[config.mk]
export PLATFORM = sky130hd
export DESIGN_NAME = traffic_timer
export DESIGN_NICKNAME = d
export VERILOG_FILES = /design/src/rtl/traffic_timer.sv
export SDC_FILE = /design/constraint.sdc
export NUM_CORES = 1
export LEC_CHECK = 0
export CORE_ASPECT_RATIO = 1.5
export CORE_UTILIZATION = 30
export CTS_BUF_LIST = sky130_fd_sc_hd__clkbuf_8
export DETAILED_ROUTE_END_ITERATION = 10
export GPL_TIMING_DRIVEN = 0
export HOLD_SLACK_MARGIN = 0.02
export PLACE_DENSITY = 0.49
export SLEW_MARGIN = 10
export SYNTH_ARGS = -nofsm -noshare
export SYNTH_HDL_FRONTEND = slang
export SYNTH_SLANG_ARGS = --single-unit
[constraint.sdc]
create_clock -name clk -period 13.68 [get_ports clk]
set_input_delay 2.736 -clock clk [delete_from_list [all_inputs] [get_ports clk]]
set_output_delay 2.736 -clock clk [all_outputs]
set_load 0.01 [all_outputs]
[src/rtl/traffic_timer.sv]
// Interval timer for the traffic-light controller: acks start with fb, times one phase against ts/tl limits.
// Latency: sc -> fb 1 cycle; fb -> first count 1 cycle; a limit L is reached L ticks after leaving ACK.
// Backpressure: none; sc is a held request, and each start is acknowledged by a single-cycle fb pulse.
//
// Ports:
//   clk, rst      rising-edge clock, synchronous active-low reset
//   tick_en       timebase enable; counting advances only when high
//   sc            start/restart request (held until fb)
//   ld_cfg        write cfg_ts/cfg_tl into the shadow limits
//   cfg_ts/cfg_tl new short/long limits
//   fb            start acknowledge pulse
//   ts/tl         short/long interval elapsed levels
//   busy          high in ACK and RUN
//   cnt           current phase count
module traffic_timer #(
    parameter int unsigned      CNT_W  = 8,
    parameter logic [CNT_W-1:0] TS_DEF = 8'd5,
    parameter logic [CNT_W-1:0] TL_DEF = 8'd30
) (
    input  logic             clk,
    input  logic             rst,
    input  logic             tick_en,
    input  logic             sc,
    input  logic             ld_cfg,
    input  logic [CNT_W-1:0] cfg_ts,
    input  logic [CNT_W-1:0] cfg_tl,
    output logic             fb,
    output logic             ts,
    output logic             tl,
    output logic             busy,
    output logic [CNT_W-1:0] cnt
);

    typedef enum logic [1:0] {S_IDLE, S_ACK, S_RUN, S_DONE} state_t;

    state_t           state_q;
    logic [CNT_W-1:0] cnt_q;
    logic [CNT_W-1:0] cnt_d;
    logic [CNT_W-1:0] sh_ts_q;
    logic [CNT_W-1:0] sh_tl_q;
    logic [CNT_W-1:0] ts_lim_q;
    logic [CNT_W-1:0] tl_lim_q;
    logic [CNT_W-1:0] lim_max;
    logic             fb_q;
    logic             ts_q;
    logic             tl_q;
    logic             busy_q;
    logic             start;

    always_comb begin
        lim_max = (ts_lim_q >= tl_lim_q) ? ts_lim_q : tl_lim_q;
        // Counting stops at the larger limit, which never exceeds all-ones,
        // so the counter can never wrap.
        cnt_d = cnt_q;
        if (tick_en && (cnt_q < lim_max)) begin
            cnt_d = cnt_q + 1'b1;
        end
        // sc is ignored during the single ACK cycle.
        start = sc && (state_q != S_ACK);
    end

    always_ff @(posedge clk) begin
        if (!rst) begin
            state_q  <= S_IDLE;
            cnt_q    <= '0;
            fb_q     <= 1'b0;
            ts_q     <= 1'b0;
            tl_q     <= 1'b0;
            busy_q   <= 1'b0;
            sh_ts_q  <= TS_DEF;
            sh_tl_q  <= TL_DEF;
            ts_lim_q <= TS_DEF;
            tl_lim_q <= TL_DEF;
        end else begin
            fb_q <= 1'b0;
            if (ld_cfg) begin
                sh_ts_q <= cfg_ts;
                sh_tl_q <= cfg_tl;
            end
            if (start) begin
                state_q <= S_ACK;
                fb_q    <= 1'b1;
                busy_q  <= 1'b1;
                cnt_q   <= '0;
                ts_q    <= 1'b0;
                tl_q    <= 1'b0;
                // A shadow write on this same edge is forwarded into the new phase.
                ts_lim_q <= ld_cfg ? cfg_ts : sh_ts_q;
                tl_lim_q <= ld_cfg ? cfg_tl : sh_tl_q;
            end else begin
                case (state_q)
                    S_ACK: begin
                        // No count on the edge leaving ACK; zero limits show up here.
                        state_q <= S_RUN;
                        ts_q    <= (cnt_q >= ts_lim_q);
                        tl_q    <= (cnt_q >= tl_lim_q);
                    end
                    S_RUN: begin
                        cnt_q <= cnt_d;
                        ts_q  <= (cnt_d >= ts_lim_q);
                        tl_q  <= (cnt_d >= tl_lim_q);
                        if (cnt_d >= lim_max) begin
                            state_q <= S_DONE;
                            busy_q  <= 1'b0;
                        end
                    end
                    default: begin
                        // IDLE and DONE hold their outputs.
                    end
                endcase
            end
        end
    end

    assign fb   = fb_q;
    assign ts   = ts_q;
    assign tl   = tl_q;
    assign busy = busy_q;
    assign cnt  = cnt_q;

endmodule

==> reports/results.ini, run 1 <==
[yosys]
synthFlopType=dfxtp_1
synth_common_cells=ha_1 (56), dfxtp_1 (46), nor2_1 (31), nand2_1 (26), inv_1 (25)
synthArstFlopShare=0
syn_avg_cell_area_um2=8.769
synth_fp_nets=441
ys_warn_count=0
syn_area_mm2=0.003192
synth_edf_count=0
yosys.area.top_type_share=0.2885
yosys.area.top_type=dfxtp_1
ys_seq_area_frac=0.2885
synthCells=364
synth_most_common_cell=ha_1
synth_area_leaders=dfxtp_1 (29%), ha_1 (22%), mux2i_1 (5.3%), a21o_1 (4.5%), nor2_1 (3.6%)
synth_seq_cells=46
yosysUniqueCellTypes=45

[floorplanning]
core_area_mm2=0.01025
start_util=0.3115
die-area_mm2=0.01106
fp.dieH_um=128.3
ios=33
floorplan.die.width_um=86.22
rows=45

[clock_network]
cts-resized-gates=0
cts_tree=built
post-cts-setup-buffers=0
hold_buffers=0
clock_sinks=46
cts-root-buf=clkbuf_8
cts_htree_levels=2
clk_latency_ps=310
numCtsBuffers=5
clk_path_buf_depth=2
cts.clk_slew.worst_paths_ps=90

[drt]
vias=2692
avgRoutedWirePerCell_um=15.29
antenna_left=0
drt_wl_total_um=8318
drt-vias-per-instance=4.949
dr.pass1.iters=4
drt-initial-drc-count=102
drc=0

[sta]
holdWs_ps=487.9
drv_slew=0
setup_viol=0
fmax_mhz=163.0
fin_ws_ps=7546
setup_tns_ps=0
fin_crit_ps=6134
worstMarginPinSlew_ps=767.5
rsz0062_at_grt=false
maxSlewHeadroom=0.4883
hold_viol_final=0
clock_skew_ps=8.594
fin_crit_sh=0.4484

[power_and_ir_drop]
max-vdd-ir-drop_mv=0.04710
combPwrFrac=0.271
p_leak_nw=1.779
sequentialPowerShare=0.454
intPower_uw=215.3
power.total_uw=323.8
power_density_mw_per_mm2=85.93
clock_power_share=0.275
p_sw_uw=108.6
p_sw_frac=0.3353

[outcome]
status=complete, no violations

[worst_setup_path]
cp-start-kind=primary input
end_kind=flip-flop
required_ps=13870
cp_num_buf_inv=2
crit_path_max_fanout=9
cp_slowest_cell=clkdlybuf4s50_1
cp_common_cell=a21oi_1
cp.arrival_ps=6320
max_stage_delay_ps=470
path_class=in -> reg
crit_family=compound AO/OA/AOI/OAI gates
crit_chain=clkdlybuf4s50_1 -> nor2b_1 -> o211ai_2 -> nand3_1 -> a2bb2oi_2 -> and2_4 -> buf_6 -> xnor2_1 -> ha_1 -> nand2b_1 -> a21oi_1 -> a211oi_1 -> a2111oi_0 -> mux2i_1 -> a21oi_1 -> a31oi_1

[run]
drv_cap=0

[place]
portBuffers=31
dp_slack_ps=7234
dpl.hpwl_um=6732
gp_congestion=0.8015

[grt]
grt_pass1_vias=2728
gr-usage-all-layers=0.1619
gr-total-overflow=0
antenna_found_initial=0
grt_max_degree=16
grt_pass1_wl_um=13620

[layout]
fin_util=0.3678
antenna_cells=0
final_nets=479
syn_to_final_growth_pct=18.07
drive_above_1_share=0.05211

[min_path]
hp-class=reg -> reg

==> cell families after synthesis <==
| kind of cell | share of synthesized area |
|---|---|
| flops | 0.2885 |
| buf+inv | 0.04626 |
| xor+xnor | 0.03842 |
| mux | 0.05801 |
| fa+ha+maj | 0.2230 |
| simple gates | 0.1529 |
| compound gates | 0.1929 |
==> flip-flops by register name, summed over array words and instances (netlist names) <==
register	cells
busy	1
cnt	8
fb	1
sh_tl_q	8
sh_ts_q	8
state_q	2
tl	1
tl_lim_q	8
ts	1
ts_lim_q	8
==> worst reg2reg max path: stages, from the launching register on <==
cell and delay (ps):
dfxtp_1 370, inv_1 110, ha_1 340, nand3_1 150
o211ai_2 170, a21oi_1 480, clkbuf_1 440, nor2_1 80
a21oi_1 200, ha_1 300, a21oi_1 280, o211ai_2 170
nand3_1 140, a2bb2oi_2 320, and2_4 210, buf_6 130
xnor2_1 210, ha_1 300, nand2b_1 140, a21oi_1 250
a211oi_1 100, a2111oi_0 410, mux2i_1 220, a21oi_1 170
a31oi_1 100
==> area by class of cell <==
type / count / area, um^2
clock inverter: 3 / 21.27
fill: 1116 / 6479
buffer: 12 / 53.80
multi-input combinational: 281 / 2123
sequential: 46 / 920.9
inverter: 25 / 93.84
tap: 141 / 176.4
clock buffer: 5 / 68.82
timing repair buffer: 31 / 310.3
==> power by group through the flow <==
stage / Clock [mW] / Sequential [mW] / Combinational (mW)
floorplan: 0 / 0.149 / 0.0603
global placement: 0 / 0.150 / 0.0858
detailed placement: 0 / 0.150 / 0.0878
CTS: 0.0942 / 0.147 / 0.0883
global route: 0.0976 / 0.148 / 0.0988
finish: 0.0890 / 0.147 / 0.0877
==> path summary, 6_finish.rpt <==
kind | cells past startpoint | endpoint | startpoint | slack, ps
setup / recovery | 16 | state_q[1]$_SDFFE_PP0P_ | tick_en | 7550
hold / removal | 2 | sh_ts_q[0]$_SDFF_PN1_ | sh_ts_q[0]$_SDFF_PN1_ | 490
setup reg to reg | 24 | state_q[1]$_SDFFE_PP0P_ | tl_lim_q[7]$_SDFFE_PN0P_ | 7760
hold reg to reg | 2 | sh_ts_q[0]$_SDFF_PN1_ | sh_ts_q[0]$_SDFF_PN1_ | 490
==> routing by layer <==
metal | wire, um | up-vias | GRT usage
li1 | - | 1384 | -
met1 | 3334 | 1260 | 0.1683
met2 | 4583 | 33 | 0.3142
met3 | 146 | 15 | 0.02245
met4 | 252 | 0 | 0.07451
met5 | 0 | - | 0
==> placed cells by master (no fill, tap or decap), types with 2 or more instances in the layout <==
cell type | synthesis | final
mux2i_1 | 17 | 17
nand3_1 | 9 | 9
a21oi_1 | 22 | 22
ha_1 | 56 | 56
clkdlybuf4s50_1 | 0 | 31
o211ai_2 | 2 | 2
xnor2_1 | 8 | 8
dfxtp_1 | 46 | 46
o21ai_0 | 12 | 12
nand2_1 | 26 | 26
nor2b_1 | 3 | 3
nor2_1 | 31 | 31
nor3_1 | 4 | 4
xor2_1 | 6 | 6
a211oi_2 | 2 | 2
nor4_1 | 3 | 3
a211oi_1 | 5 | 5
and3_1 | 5 | 5
nand4_1 | 7 | 7
clkbuf_8 | 0 | 5
o21ai_1 | 2 | 2
a22oi_1 | 6 | 6
a21o_1 | 19 | 19
and4_1 | 2 | 2
inv_1 | 25 | 25
nand2b_1 | 8 | 8
clkbuf_1 | 10 | 10
o22ai_1 | 9 | 9
==> per-stage QoR <==
stage               cell area (um^2)  cells
floorplan                       3192    364
global placement                3679    536
detailed placement              3679    536
CTS                             3769    544
global route                    3769    544
finish                          3769    544
No activity file was read; power rests on OpenSTA's default activity.
==> inputs of run 2 (changes only) <==
--- a/config.mk
+++ b/config.mk
@@ -11,7 +11,7 @@
 export DETAILED_ROUTE_END_ITERATION = 10
 export GPL_TIMING_DRIVEN = 0
 export HOLD_SLACK_MARGIN = 0.02
-export PLACE_DENSITY = 0.49
+export PLACE_DENSITY = 0.5
 export SLEW_MARGIN = 10
 export SYNTH_ARGS = -nofsm -noshare
 export SYNTH_HDL_FRONTEND = slang
==> constraint.sdc (replaced) <==
create_clock -name clk -period 5.36 [get_ports clk]
set_input_delay 1.072 -clock clk [delete_from_list [all_inputs] [get_ports clk]]
set_output_delay 1.072 -clock clk [all_outputs]
set_load 0.01 [all_outputs]
==> run 2 against run 1 <==
  * Sequential power rose to 2.6 times the previous value
  * Total power rose to 2.8 times the previous value
  * Die area unchanged
  * First-iteration DRC count increased by 2.0%
  * Critical path depth is 8 higher
  * Wire length down 1.8%
  * Clock skew about the same
  * Critical path type is now reg -> reg
  * Largest power group unchanged
==> reports/results.ini, run 2 (synthesized netlist as in run 1, its figures left out) <==
[sta]
maxSlewHeadroom=0.4966
drv_slew=0
setup_tns_ps=0
worstMarginPinSlew_ps=755.1
clock_skew_ps=9.030
hold_viol_final=0
fin_ws_ps=343.2
holdWs_ps=491.6
setup_viol=0
fin_crit_sh=0.9360
fin_crit_ps=5017
fmax_mhz=199.3

[layout]
antenna_cells=0
mostFrequentLayoutCells=ha_1 (56), dfxtp_1 (46), clkdlybuf4s50_1 (31)
final_area_mm2=0.003886
syn_to_final_growth_pct=21.76
final_nets=482
drive_above_1_share=0.08128
final_common_cell=ha_1
final_cells=547
fin_util=0.3792

[place]
placed_cells=536
portBuffers=31
dp_slack_ps=-362.8
dpl.hpwl_um=6623
gp_congestion=0.7960
dpl-instance-area_mm2=0.003679

[floorplanning]
core_area_mm2=0.01025
fp.dieH_um=128.3
start_util=0.3115
die-area_mm2=0.01106
ios=33
rows=45
floorplan.die.width_um=86.22

[clock_network]
clk_path_buf_depth=2
numCtsBuffers=5
cts_htree_levels=2
cts.clk_slew.worst_paths_ps=100
hold_buffers=0
clock_sinks=46
clk_latency_ps=310
cts-root-buf=clkbuf_8
cts_tree=built

[power_and_ir_drop]
max-vdd-ir-drop_mv=0.1119
p_leak_nw=1.829
power.total_uw=891.7
power_density_mw_per_mm2=229.5

[drt]
dr.pass1.iters=4
drc=0
drt-vias-per-instance=4.883
avgRoutedWirePerCell_um=14.93
vias=2671
antenna_left=0
drt_wl_total_um=8165
drt-initial-drc-count=104

[worst_setup_path]
crit_path_max_fanout=10
crit_family=compound AO/OA/AOI/OAI gates
max_stage_delay_ps=400
cp_common_cell=a21o_1
cp-start-kind=flip-flop
r2r_cells=24
crit_chain=inv_1 -> ha_1 -> a21oi_1 -> o21ai_2 -> a21oi_4 -> clkbuf_4 -> nor2_1 -> a21oi_1 -> ha_1 -> a21oi_2 -> o211ai_2 -> nand3_1 -> a2bb2oi_4 -> and2_4 -> buf_6 -> mux2_4 -> ha_1 -> a21o_1 -> a21o_1 -> a21o_1 -> a21o_1 -> a21oi_1 -> o21ai_0 -> and4_1
cp.arrival_ps=5230
regToRegSetupSlack_ps=340
worstSetupPathDepth=24
cp_slowest_cell=dfxtp_1
end_kind=flip-flop
required_ps=5570
path_class=reg -> reg
cp_num_buf_inv=3

[grt]
antenna_found_initial=0
gr-total-overflow=0
gr-usage-all-layers=0.1569
grt_pass1_vias=2686
grt_pass1_wl_um=13260
grt_max_degree=16

[min_path]
hold_depth=2
hp-class=reg -> reg

[outcome]
status=complete, no violations

[run]
drv_cap=0

==> run 2: layer usage <==
metal  up-vias  global-route usage  part of all wire
met5         -                   0                 0
met4         0             0.06961             0.029
met3        12             0.01924             0.021
met2        32              0.3170              0.56
met1      1239              0.1551              0.39
li1       1388                   -                 -
==> run 2: what timing repair did <==
action / CTS / global route
buffers inserted: 0 / 3
endpoints found under the setup margin: 5 / 5
gates cloned: 0 / 0
gates resized for setup: 6 / 10
pin swaps: 0 / 3
==> run 2: final cells by class <==
| cell class | instances | area (um^2) |
|---|---|---|
| clock buffer | 5 | 68.82 |
| clock inverter | 3 | 43.79 |
| buffer | 12 | 57.56 |
| timing repair buffer | 34 | 332.8 |
| tap | 141 | 176.4 |
| fill | 1116 | 6361 |
| inverter | 25 | 93.84 |
| sequential | 46 | 920.9 |
| multi-input combinational | 281 | 2192 |
==> run 2: worst register-to-register path, cell delays in order, from the launching register on <==
cell and delay (ps):
dfxtp_1 400, inv_1 130, ha_1 310, a21oi_1 160, o21ai_2 130, a21oi_4 160, clkbuf_4 210, nor2_1 50
a21oi_1 180, ha_1 310, a21oi_2 220, o211ai_2 140, nand3_1 170, a2bb2oi_4 250, and2_4 180, buf_6 140
mux2_4 330, ha_1 280, a21o_1 160, a21o_1 170, a21o_1 160, a21o_1 180, a21oi_1 160, o21ai_0 130
and4_1 200
==> run 2: worst paths after layout <==
check | startpoint | end
max reg2reg | tl_lim_q[2]$_SDFFE_PN1P_ | ts$_SDFFE_PP0P_
min reg2reg | sh_ts_q[2]$_SDFF_PN1_ | sh_ts_q[2]$_SDFF_PN1_
min | sh_ts_q[2]$_SDFF_PN1_ | sh_ts_q[2]$_SDFF_PN1_
max | tl_lim_q[2]$_SDFFE_PN1P_ | ts$_SDFFE_PP0P_
==> run 2: report_power, final <==
part           total (mW)  internal [mW]  switching [mW]
combinational       0.242          0.106           0.136
clock               0.274          0.140           0.134
sequential          0.376          0.363          0.0132
total               0.892          0.609           0.283
==> inputs of run 3 (changes only) <==
--- a/config.mk
+++ b/config.mk
@@ -11,7 +11,7 @@
 export DETAILED_ROUTE_END_ITERATION = 10
 export GPL_TIMING_DRIVEN = 0
 export HOLD_SLACK_MARGIN = 0.02
-export PLACE_DENSITY = 0.5
+export PLACE_DENSITY = 0.49
 export SLEW_MARGIN = 10
 export SYNTH_ARGS = -nofsm -noshare
 export SYNTH_HDL_FRONTEND = slang
==> constraint.sdc (replaced) <==
create_clock -name clk -period 4.9 [get_ports clk]
set_input_delay 0.98 -clock clk [delete_from_list [all_inputs] [get_ports clk]]
set_output_delay 0.98 -clock clk [all_outputs]
set_load 0.01 [all_outputs]
==> run 3 against run 2 <==
  * Sequential cell count did not move
  * Critical path depth fell by 3
  * Sequential share of layout area fell by 1.4 points
  * Combinational power rose by 34%
  * Clock power fell by 8.4%
  * Count of clock-buffer cells in the layout did not move
  * Via count rose by 4.9%
  * Total power rose by 11%
  * Global-route usage rose by 0.89 points
  * Register-to-register slack got worse by 140 ps
  * Sequential power rose by 10%
  * Worst setup slack got worse by 140 ps
==> reports/results.ini, run 3 (synthesized netlist as in run 1, its figures left out) <==
[clock_network]
cts.clk_slew.worst_paths_ps=90
cts_tree=built
numCtsBuffers=5
clk_path_buf_depth=2
hold_buffers=0
cts-root-buf=clkbuf_8
cts_htree_levels=2
clock_sinks=46
clk_latency_ps=320

[floorplanning]
fp.dieH_um=128.3
ios=33
floorplan.die.width_um=86.22
die-area_mm2=0.01106
start_util=0.3115
rows=45
core_area_mm2=0.01025

[layout]
mostFrequentLayoutCells=ha_1 (49), dfxtp_1 (36), clkdlybuf4s50_1 (31)
drive_above_1_share=0.1918
final_common_cell=ha_1
final_nets=493
fillCellCount=1078
fin_util=0.4092
syn_to_final_growth_pct=31.36
final_area_mm2=0.004193
antenna_cells=0

[worst_setup_path]
cp_slowest_cell=a2111oi_1
end_kind=flip-flop
cp.arrival_ps=4890
crit_chain=inv_2 -> ha_4 -> nand3_4 -> o211ai_4 -> a21oi_4 -> buf_8 -> a21oi_4 -> ha_1 -> o2111ai_2 -> o211ai_4 -> buf_4 -> a2bb2oi_4 -> and2_4 -> mux2_4 -> ha_1 -> a21oi_2 -> a211oi_1 -> a2111oi_1 -> mux2i_1 -> a21oi_1 -> a31oi_1
crit_path_max_fanout=10
crit_family=compound AO/OA/AOI/OAI gates
regToRegSetupSlack_ps=210
required_ps=5090
path_class=reg -> reg
cp-start-kind=flip-flop
max_stage_delay_ps=400
cp_num_buf_inv=3

[sta]
setup_tns_ps=0
maxSlewHeadroom=0.4907
fmax_mhz=213.0
fin_crit_ps=4694
drv_slew=0
worstMarginPinSlew_ps=764.0
clock_skew_ps=6.867
holdWs_ps=492.7
fin_crit_sh=0.9580
setup_viol=0
hold_viol_final=0

[power_and_ir_drop]
max-vdd-ir-drop_mv=0.1427
power_density_mw_per_mm2=236.2
p_leak_nw=1.879

[outcome]
status=complete, no violations

[grt]
antenna_found_initial=0
grt_pass1_wl_um=13980
gr-total-overflow=0
grt_max_degree=16
gr-usage-all-layers=0.1658
grt_pass1_vias=2797

[place]
dpl-instance-area_mm2=0.003679
portBuffers=31
dpl.hpwl_um=6732
gp_congestion=0.8015

[run]
drv_cap=0

[drt]
drt_wl_total_um=8678
drc=0
avgRoutedWirePerCell_um=15.55
dr.pass1.iters=4
drt-initial-drc-count=82
vias=2803
drt-vias-per-instance=5.023
antenna_left=0

[min_path]
hp-class=reg -> reg

## run 3: cell types whose count changed in the layout (fill, tap and decap cells not counted), moves of 6 or more
cell,delta
ha_4,+7
dfxtp_1,-10
a21oi_1,-7
inv_1,-6
buf_4,+11
ha_1,-7
inv_2,+6
dfxtp_2,+9
## run 3: metrics by stage
| step | instances | worst slack (ps) | total power, mW |
|---|---|---|---|
| after floorplan | 364 | 132.0 | 0.5854 |
| after global placement | 536 | -867.3 | 0.6589 |
| after detailed placement | 536 | -956.5 | 0.6651 |
| after CTS | 548 | 9.893 | 0.9588 |
| after global routing | 558 | -5.243 | 1.046 |
| final | 558 | 205.8 | 0.9905 |
## run 3: tightest hold or removal path, delay by kind of cell, from the launching register on
kind / cells / cell delay, ps
multiplexers: 1 / 80
AND/OR/NAND/NOR: 1 / 70
flip-flops: 1 / 320
## run 3: final cells by class
| class | count | area (um^2) | share of cell area |
|---|---|---|---|
| Timing Repair Buffer | 46 | 426.7 | 0.1018 |
| Tap cell | 141 | 176.4 | 0.04208 |
| Inverter | 25 | 93.84 | 0.02238 |
| Buffer | 11 | 53.80 | 0.01283 |
| Sequential cell | 46 | 935.9 | 0.2232 |
| Clock inverter | 3 | 21.27 | 0.005073 |
| Clock buffer | 5 | 68.82 | 0.01641 |
| Multi-Input combinational cell | 281 | 2416 | 0.5762 |
## run 3: where the power goes
group	internal [mW]	switching (mW)
Clock	0.101	0.151
Combinational	0.152	0.174
Sequential	0.398	0.0164
Total	0.650	0.340
## run 3: final timing paths
kind / start / end / cells after the start
setup / recovery: tl_lim_q[6]$_SDFFE_PN0P_ / state_q[1]$_SDFFE_PP0P_ / 21
hold / removal: sh_ts_q[0]$_SDFF_PN1_ / sh_ts_q[0]$_SDFF_PN1_ / 2
setup reg to reg: tl_lim_q[6]$_SDFFE_PN0P_ / state_q[1]$_SDFFE_PP0P_ / 21
hold reg to reg: sh_ts_q[0]$_SDFF_PN1_ / sh_ts_q[0]$_SDFF_PN1_ / 2
## run 3: layer usage
layer,global-route usage,up-vias,wire length (um)
met2,0.3203,38,4786
met3,0.02245,19,157
met4,0.07941,0,316
li1,-,1412,-
met1,0.1727,1334,3417
met5,0,-,0
## run 3: what timing repair did
action,4_1_cts,5_1_grt
setup endpoints to repair,5,5
endpoints found under the hold margin,0,0
buffers inserted,4,11
resized for setup,25,43
pin swaps,7,13
